<file path="src/rtl/period_pwm_bank_pkg.sv">
// Shared defaults, channel action encoding and bus-slicing helper for the
// period/decode PWM bank.
package period_pwm_pkg;

  localparam int NUM_CH_DEF = 8;
  localparam int CNT_W_DEF  = 28;

  // What a channel does on the coming clock edge, highest priority first.
  typedef enum logic [1:0] {
    ACT_SYNC  = 2'd0,
    ACT_HOLD  = 2'd1,
    ACT_WRAP  = 2'd2,
    ACT_COUNT = 2'd3
  } ch_action_e;

  typedef struct packed {
    logic cnt_clr;
    logic cnt_inc;
    logic act_load;
    logic wrap;
  } ch_ctrl_t;

  function automatic int ch_lsb(input int k, input int w);
    return k * w;
  endfunction

  function automatic ch_ctrl_t action_ctrl(input ch_action_e act);
    ch_ctrl_t c;
    c = '{cnt_clr: 1'b0, cnt_inc: 1'b0, act_load: 1'b0, wrap: 1'b0};
    case (act)
      ACT_SYNC:  c = '{cnt_clr: 1'b1, cnt_inc: 1'b0, act_load: 1'b1, wrap: 1'b0};
      ACT_HOLD:  c = '{cnt_clr: 1'b1, cnt_inc: 1'b0, act_load: 1'b1, wrap: 1'b0};
      ACT_WRAP:  c = '{cnt_clr: 1'b1, cnt_inc: 1'b0, act_load: 1'b1, wrap: 1'b1};
      ACT_COUNT: c = '{cnt_clr: 1'b0, cnt_inc: 1'b1, act_load: 1'b0, wrap: 1'b0};
      default:   c = '{cnt_clr: 1'b1, cnt_inc: 1'b0, act_load: 1'b1, wrap: 1'b0};
    endcase
    return c;
  endfunction

endpackage

</file>
<file path="src/rtl/period_pwm_bank_channel.sv">
// One PWM channel: free counter, double-buffered period/duty, compare and
// registered pwm/wrap outputs.
module pwm_channel
  import period_pwm_pkg::*;
#(
  parameter int CNT_W = CNT_W_DEF
) (
  input  logic             clk,
  input  logic             rst_n,
  input  logic             sync_i,
  input  logic             enable_i,
  input  logic [CNT_W-1:0] period_i,
  input  logic [CNT_W-1:0] decode_i,
  output logic             pwm_o,
  output logic             wrap_o
);

  localparam logic [CNT_W-1:0] ZERO = {CNT_W{1'b0}};
  localparam logic [CNT_W-1:0] ONE  = {{(CNT_W-1){1'b0}}, 1'b1};

  logic [CNT_W-1:0] r_cnt;
  logic [CNT_W-1:0] r_act_per;
  logic [CNT_W-1:0] r_act_duty;
  logic             r_pwm;
  logic             r_wrap;

  logic [CNT_W-1:0] w_per_m1;
  logic             w_running;
  logic             w_last;
  ch_action_e       w_action;
  ch_ctrl_t         w_ctrl;
  logic [CNT_W-1:0] w_cnt_nxt;
  logic [CNT_W-1:0] w_per_nxt;
  logic [CNT_W-1:0] w_duty_nxt;
  logic             w_pwm_nxt;

  assign w_per_m1  = r_act_per - ONE;
  assign w_running = enable_i & (r_act_per != ZERO);
  assign w_last    = (r_cnt == w_per_m1);

  // Sync outranks everything, so a sync landing on a wrap swallows the wrap pulse.
  always_comb begin
    w_action = ACT_HOLD;
    if (sync_i) begin
      w_action = ACT_SYNC;
    end else if (!w_running) begin
      w_action = ACT_HOLD;
    end else if (w_last) begin
      w_action = ACT_WRAP;
    end else begin
      w_action = ACT_COUNT;
    end
  end

  assign w_ctrl = action_ctrl(w_action);

  // Next counter and shadow-register values.
  always_comb begin
    w_cnt_nxt  = r_cnt;
    w_per_nxt  = r_act_per;
    w_duty_nxt = r_act_duty;
    if (w_ctrl.cnt_clr) begin
      w_cnt_nxt = ZERO;
    end else if (w_ctrl.cnt_inc) begin
      w_cnt_nxt = r_cnt + ONE;
    end else begin
      w_cnt_nxt = r_cnt;
    end
    if (w_ctrl.act_load) begin
      w_per_nxt  = period_i;
      w_duty_nxt = decode_i;
    end else begin
      w_per_nxt  = r_act_per;
      w_duty_nxt = r_act_duty;
    end
  end

  assign w_pwm_nxt = w_running & (r_cnt < r_act_duty);

  // Channel state and output registers.
  always_ff @(posedge clk or negedge rst_n) begin
    if (!rst_n) begin
      r_cnt      <= ZERO;
      r_act_per  <= ZERO;
      r_act_duty <= ZERO;
      r_pwm      <= 1'b0;
      r_wrap     <= 1'b0;
    end else begin
      r_cnt      <= w_cnt_nxt;
      r_act_per  <= w_per_nxt;
      r_act_duty <= w_duty_nxt;
      r_pwm      <= w_pwm_nxt;
      r_wrap     <= w_ctrl.wrap;
    end
  end

  assign pwm_o  = r_pwm;
  assign wrap_o = r_wrap;

endmodule

</file>
<file path="src/rtl/period_pwm_bank.sv">
// Multi-channel PWM/tone bank fed by packed period/decode PIO buses; each
// channel is an independent pwm_channel sharing one sync pulse.
module period_pwm_bank
  import period_pwm_pkg::*;
#(
  parameter int NUM_CH = NUM_CH_DEF,
  parameter int CNT_W  = CNT_W_DEF
) (
  input  logic                    clk_clk,
  input  logic                    reset_reset_n,
  input  logic [NUM_CH*CNT_W-1:0] period_i,
  input  logic [NUM_CH*CNT_W-1:0] decode_i,
  input  logic [NUM_CH-1:0]       enable_i,
  input  logic                    sync_i,
  output logic [NUM_CH-1:0]       pwm_o,
  output logic [NUM_CH-1:0]       wrap_o
);

  for (genvar k = 0; k < NUM_CH; k++) begin : g_ch
    logic [CNT_W-1:0] w_period;
    logic [CNT_W-1:0] w_decode;

    assign w_period = period_i[ch_lsb(k, CNT_W) +: CNT_W];
    assign w_decode = decode_i[ch_lsb(k, CNT_W) +: CNT_W];

    pwm_channel #(
      .CNT_W(CNT_W)
    ) u_ch (
      .clk     (clk_clk),
      .rst_n   (reset_reset_n),
      .sync_i  (sync_i),
      .enable_i(enable_i[k]),
      .period_i(w_period),
      .decode_i(w_decode),
      .pwm_o   (pwm_o[k]),
      .wrap_o  (wrap_o[k])
    );
  end

endmodule

</file>
<file path="config.mk">
export PLATFORM = sky130hd
export DESIGN_NAME = period_pwm_bank
export DESIGN_NICKNAME = d
export VERILOG_FILES = /design/src/rtl/period_pwm_bank_pkg.sv /design/src/rtl/period_pwm_bank_channel.sv /design/src/rtl/period_pwm_bank.sv
export SDC_FILE = /design/constraint.sdc
export NUM_CORES = 2
export LEC_CHECK = 0
export BUFFER_PORTS_ARGS = -buffer_cell sky130_fd_sc_hd__buf_2
export CAP_MARGIN = 5
export CELL_PAD_IN_SITES_DETAIL_PLACEMENT = 0
export CELL_PAD_IN_SITES_GLOBAL_PLACEMENT = 2
export CORE_MARGIN = 2
export CORE_UTILIZATION = 39
export CTS_BUF_LIST = sky130_fd_sc_hd__clkbuf_8 sky130_fd_sc_hd__clkbuf_16
export DETAILED_ROUTE_END_ITERATION = 8
export PLACE_DENSITY_LB_ADDON = 0.3
export SLEW_MARGIN = 15
export SYNTH_ARGS = -nofsm -noshare
export SYNTH_HDL_FRONTEND = slang
export SYNTH_SLANG_ARGS = --single-unit
</file>
<file path="constraint.sdc">
create_clock -name clk_clk -period 4.23 [get_ports clk_clk]
set_input_delay 0.846 -clock clk_clk [delete_from_list [all_inputs] [get_ports clk_clk]]
set_output_delay 0.846 -clock clk_clk [all_outputs]
set_load 0.02 [all_outputs]
</file>
# Word level (Yosys, flattened, before mapping)
# Index checks and enable logic that the tools add are counted.
word_totals:
  register_bits: 688
  wordCells: 192
op_classes:
  n_addsub: 16
  n_lt_le_gt_ge: 8
  eq_ne: 32
  mux: 48
  bitwise: 16
  n_reduce_logical: 32
op_table:
  columns: ["operator", "count"]
  rows:
  - ["$mux W28", 16]
  - ["$add A28 B1 Y28 const B", 8]
  - ["$eq A28 B28 Y1", 8]
  - ["$lt A28 B28 Y1", 8]
  - ["$reduce_bool A28 Y1", 8]
  - ["$sub A28 B1 Y28 const B", 8]
  - ["$pmux W4 S3", 8]
  - ["$eq A2 B2 Y1 const B", 16]
  - ["$mux W2", 16]
  - ["$and A1 B1 Y1", 16]
  - ["$eq A2 B1 Y1 const B", 8]
  - ["$logic_not A2 Y1", 8]
  - ["$reduce_bool A2 Y1", 8]
  - ["$reduce_or A2 Y1", 8]
  - ["$mux W1", 8]

# Logic depth before layout (Yosys ltp)
logic_depth:
  depth_word: 10
  mapped_depth: 15
  ltp_nobuf: 10

# Hierarchy
# Synthesis repeated with hierarchy kept, for this count alone.
hier_totals:
  hier_cells: 4120
  area_unflattened_um2: 43381.6
modules_own_cells:
  columns: ["module", "n_inst", "cells_per_inst", "area_per_inst_um2", "seq_area_each_um2"]
  rows:
  - ["pwm_channel", 8, 515, 5422.7, 2152.1]

# Worst setup path before layout
# No wires, ideal clock.
synth_timing:
  kind: "flip-flop to flip-flop"
  start: "reg g_ch[6].u_ch.r_act_per[0]"
  end: "reg g_ch[6].u_ch.r_act_duty[0]"
  setup_time_ns: 0.127
  arrival_ns: 3.475
  required_time_ns: 4.103
  path_slack_ns: 0.627
  stages_incl_launch_ff: 15
  cell_sequence: "dfrtp_1 -> inv_1 -> ha_1 -> or4b_1 -> clkbuf_1 -> or3_1 -> clkbuf_1 -> nor4_1 -> o21bai_1 -> a2111oi_2 -> o2111ai_1 -> o31ai_2 -> buf_4 -> buf_6 -> mux2_1"
synth_between:
  elab_chain_cells: 8
synth_lines:
  columns: ["element", "line", "text"]
  rows:
  - ["start, declared", "period_pwm_bank_channel.sv:22", "logic [CNT_W-1:0] r_act_per;"]
  - ["start signal, assigned", "period_pwm_bank_channel.sv:90", "r_act_per <= w_per_nxt;"]
  - ["$sub A28 B1 Y28", "period_pwm_bank_channel.sv:37", "assign w_per_m1 = r_act_per - ONE;"]
  - ["$eq A28 B28 Y1", "period_pwm_bank_channel.sv:39", "assign w_last = (r_cnt == w_per_m1);"]
  - ["$mux W1", "period_pwm_bank_channel.sv:48", "end else if (w_last) begin"]
  - ["$mux W2 (*)", "period_pwm_bank_channel.sv:46", "end else if (!w_running) begin"]
  - ["$mux W2 (*)", "period_pwm_bank_channel.sv:44", "if (sync_i) begin"]
  - ["$eq A2 B1 Y1 / $logic_not A2 Y1 (equally long branches)", "period_pwm_bank_pkg.sv:30", "case (act)"]
  - ["$reduce_or A2 Y1 (no source line)", null, null]
  - ["$pmux W4 S3 (*)", "period_pwm_bank_pkg.sv:30", null]
  - ["end signal, assigned", "period_pwm_bank_channel.sv:91", "r_act_duty <= w_duty_nxt;"]
  - ["end, declared", "period_pwm_bank_channel.sv:23", "logic [CNT_W-1:0] r_act_duty;"]
# Mark *: on every way between the ends. The rest lies on a longest branch, timed or not.
# A chain may end at the register's enable or synchronous reset.

# Worst setup path after layout
layout_timing:
  start: "reg g_ch[1].u_ch.r_act_per[0]"
  end: "reg g_ch[1].u_ch.r_act_per[13]"
layout_between:
  elab_chain_cells: 8
layout_lines:
  columns: ["element", "line"]
  rows:
  - ["start, declared", "period_pwm_bank_channel.sv:22"]
  - ["start signal, assigned", "period_pwm_bank_channel.sv:90"]
  - ["$sub A28 B1 Y28", "period_pwm_bank_channel.sv:37"]
  - ["$eq A28 B28 Y1", "period_pwm_bank_channel.sv:39"]
  - ["$mux W1", "period_pwm_bank_channel.sv:48"]
  - ["$mux W2 (*)", "period_pwm_bank_channel.sv:46"]
  - ["$mux W2 (*)", "period_pwm_bank_channel.sv:44"]
  - ["$eq A2 B1 Y1 / $logic_not A2 Y1 (equally long branches)", "period_pwm_bank_pkg.sv:30"]
  - ["$reduce_or A2 Y1 (no source line)", null]
  - ["$pmux W4 S3 (*)", "period_pwm_bank_pkg.sv:30"]
# Marks and branches as above.

==> key figures <==
Job
  – Max Cap Viol: 0

Placement
  – Hpwl dp: ~86 mm
  – Place WS: 143 ps
  – Placed Area: around 45000 µm²
  – I/O Buffers: about 470
  – Gpl congestion: a little under 0.9

Yosys
  – Mapped cell area: between 40000 and 50000 µm²
  – Mapped Nets: approximately 4700
  – Main synth FF type: dfrtp_1
  – Sequential area share after synthesis: a little over two fifths
  – EDFF count, synth: 0
  – Average size of a mapped cell: ~10 µm²
  – Yosys warnings: 0
  – Flop and latch count out of synthesis: a little under 700
  – Mapped Cells: roughly 4000
  – Top-count cell post-synth: dfrtp_1
  – Synth cell types: 86
  – Top cell type by total area after synthesis: dfrtp_1
  – Post-synth top cells: dfrtp_1 (688), nor2_1 (376), inv_1 (264)
  – Asr flop ratio synth: between 90% and 100%
  – Share of Yosys cell area claimed by the top area cell type: 41.7%
  – Dominant cells by area after synthesis: dfrtp_1 (42%), ha_1 (7.0%), mux2_2 (6.6%)

Layout
  – Post-route cell area: ~48000 µm²
  – Total Nets Final: roughly 5200
  – Share of post-route cells with drive strength above 1: 21.5%
  – P&R area growth vs syn: 17.4%
  – Fin util: a little under half

Worst setup path
  – Critical path fanouts, max: 30
  – Arr. time, crit path: roughly 4500 ps
  – Crit-path cells: inv_1, ha_1, or4b_2, or3_1, o41ai_2, nand3_1, nor4_1, nand3_1, o21ai_4, buf_12, buf_12, mux2_2
  – Top Family by Delay on Critical Path: simple AND/OR/NAND/NOR gates
  – Reg2reg start: g_ch[1].u_ch.r_act_per[0]
  – Crit. Startpoint: g_ch[1].u_ch.r_act_per[0]
  – Critical path's slowest cell: or4b_2
  – Buf/Inv on CP: 3
  – Largest stage delay, worst path: a little under 700 ps
  – Worst Setup Start Kind: register
  – Worst setup path class: register to register
  – Crit end category: register
  – Required @ worst endpoint: around 4800 ps

STA
  – Final worst-path cycle share: between 90% and 100%
  – Post-route worst setup slack: 288 ps
  – Fmax: between 200 and 300 MHz
  – Worst-margin pin slew: around 940 ps
  – # setup viols final: 0
  – Final Max Slew Viols: 0
  – Hold Violations, Final: 0
  – RSZ-0062 raised after global routing: false
  – Clock skew after layout: 18.3 ps
  – Setup_tns: 0 ps
  – Minimum clock period: 3940 ps
  – Hold slack: between 150 and 200 ps
  – Worst slew margin: 36.7%

Drt
  – First-pass detailed-route iteration total: 5
  – Routed WL: between 100 and 150 mm
  – Vias: 31000
  – Antenna-violating nets left: 0
  – DR iter-0 viols: between 1500 and 2000
  – Via-to-Cell Ratio: slightly above 5
  – Routed len/inst: ~19 µm
  – Drc violations: 0

Clock network
  – Worst-path clk slew: ~60 ps
  – Clock Path Buffers: 3
  – Worst skew pair latency: 660 ps
  – Clk root buf: clkbuf_16
  – CTS tree: yes
  – H-tree levels: 3
  – CTS buffer count: 85
  – CTS Sinks: 688

Power
  – Sw Pwr: 0.00436 W
  – LEAKAGE: around 22 nW
  – Worst VDD drop: approximately 400 µV
  – Int Pwr: between 0.01 and 0.015 W
  – Power share of the sequential group: between 40% and 50%
  – Sw frac: 25.9%
  – Combinational fraction of design power: 11.0%
  – PwrDens: 347 nW/µm²
  – Clock network power share: 45.1%

GRT
  – Vias in the first global route: about 30000
  – Total grt overflow: 0
  – Initial antenna violation count: 56
  – Largest net degree at the start of global routing: 95
  – GRT Total Usage: 20.5%
  – First-pass GRT wire length: 175 mm

Die
  – Row cnt: roughly 120
  – Die span in x: 329 µm
  – Ports: between 400 and 500
  – Die ar.: approximately 110000 µm²
  – Chip height: roughly 330 µm
  – Core Box Area: 105000 µm²
  – Starting density of the core: 39.2%

Outcome
  – Status: completed

Min path
  – Worst hold path type: input pin to async pin
[layout by cell type (no fill, tap or decap), types with 80 or more instances in the layout]
master,n
a21o_1,83
a21oi_1,80
and3_1,82
buf_2,473
clkbuf_16,88
dfrtp_1,688
ha_1,232
inv_1,281
mux2_1,213
mux2_2,241
nand2_1,166
nand3_1,125
nor2_1,376
nor3_1,106
o21ai_0,81
xnor2_1,257
xor2_1,212
[worst reg2reg max path: stages (launching register included)]
cell and delay, ps:
dfrtp_1 430, inv_1 80, ha_1 220, or4b_2 690, or3_1 470, o41ai_2 340
nand3_1 150, nor4_1 350, nand3_1 190, o21ai_4 210, buf_12 150, buf_12 200
mux2_2 350
[kinds of logic after synthesis]
family / after synthesis / share of synthesized area (%)
multiplexers: 470 / 12.8
buffers and inverters: 417 / 4.50
AO/OA/AOI/OAI: 457 / 7.62
adder cells (fa/ha/maj): 232 / 7.04
AND/OR/NAND/NOR: 1291 / 16.3
XOR/XNOR: 470 / 10.0
flip-flops: 688 / 41.7
[final timing paths]
check                           slack [ps]  depth (start not counted)                           to
worst max register to register         290                         12   g_ch[1].u_ch.r_act_per[13]
worst max-delay path                   290                         12   g_ch[1].u_ch.r_act_per[13]
worst min register to register         480                          1  g_ch[0].u_ch.r_act_duty[16]
worst min-delay path                   180                          1   g_ch[1].u_ch.r_act_duty[4]
max in group asynchronous             2960                          3  g_ch[7].u_ch.r_act_duty[10]
min in group clk_clk                   390                          2   g_ch[3].u_ch.r_act_per[11]
[power groups by stage]
| stage | Sequential, W | Clock (W) | Combinational (W) |
|---|---|---|---|
| finish | 0.00738 | 0.00760 | 0.00186 |
| global route | 0.00744 | 0.00812 | 0.00209 |
| CTS | 0.00738 | 0.00784 | 0.00189 |
| detailed placement | 0.00749 | 0 | 0.00187 |
| global placement | 0.00748 | 0 | 0.00186 |
| floorplan | 0.00732 | 0 | 0.00123 |
[through the flow]
step                cells  power (W)
detailed placement   5814    0.00937
global placement     5814    0.00934
global route         5985     0.0177
CTS                  5970     0.0171
finish               5996     0.0168
floorplan            4025    0.00855
[routing by layer]
metal	share of wire [%]	routed length (µm)	up-vias	track usage (%)
li1	-	-	15200	-
met1	46	51100	14800	28.1
met2	44	49600	612	31.5
met3	6.4	7160	229	5.17
met4	3.4	3810	44	7.17
met5	0.24	267	-	0
[timing repair]
action | in CTS | in global routing
hold buffers | 0 | 0
buffers inserted | 0 | 3
endpoints found under the setup margin | 0 | 109
resized for setup | 0 | 5
[flip-flops by register name (all words and copies together), names as in the netlist]
name                  count
g_ch.u_ch.r_cnt         224
g_ch.u_ch.r_act_duty    224
g_ch.u_ch.wrap_o          8
g_ch.u_ch.r_act_per     224
g_ch.u_ch.pwm_o           8
[layout make-up]
class	count	area [µm²]
inverter	264	991
fill	10200	56700
clock buffer	97	2310
antenna	22	55.1
clock inverter	59	599
timing repair buffer	555	3250
tap	1391	1740
multi-input combinational	2920	22300
sequential	688	17200
No activity file was read; power rests on OpenSTA's default activity.
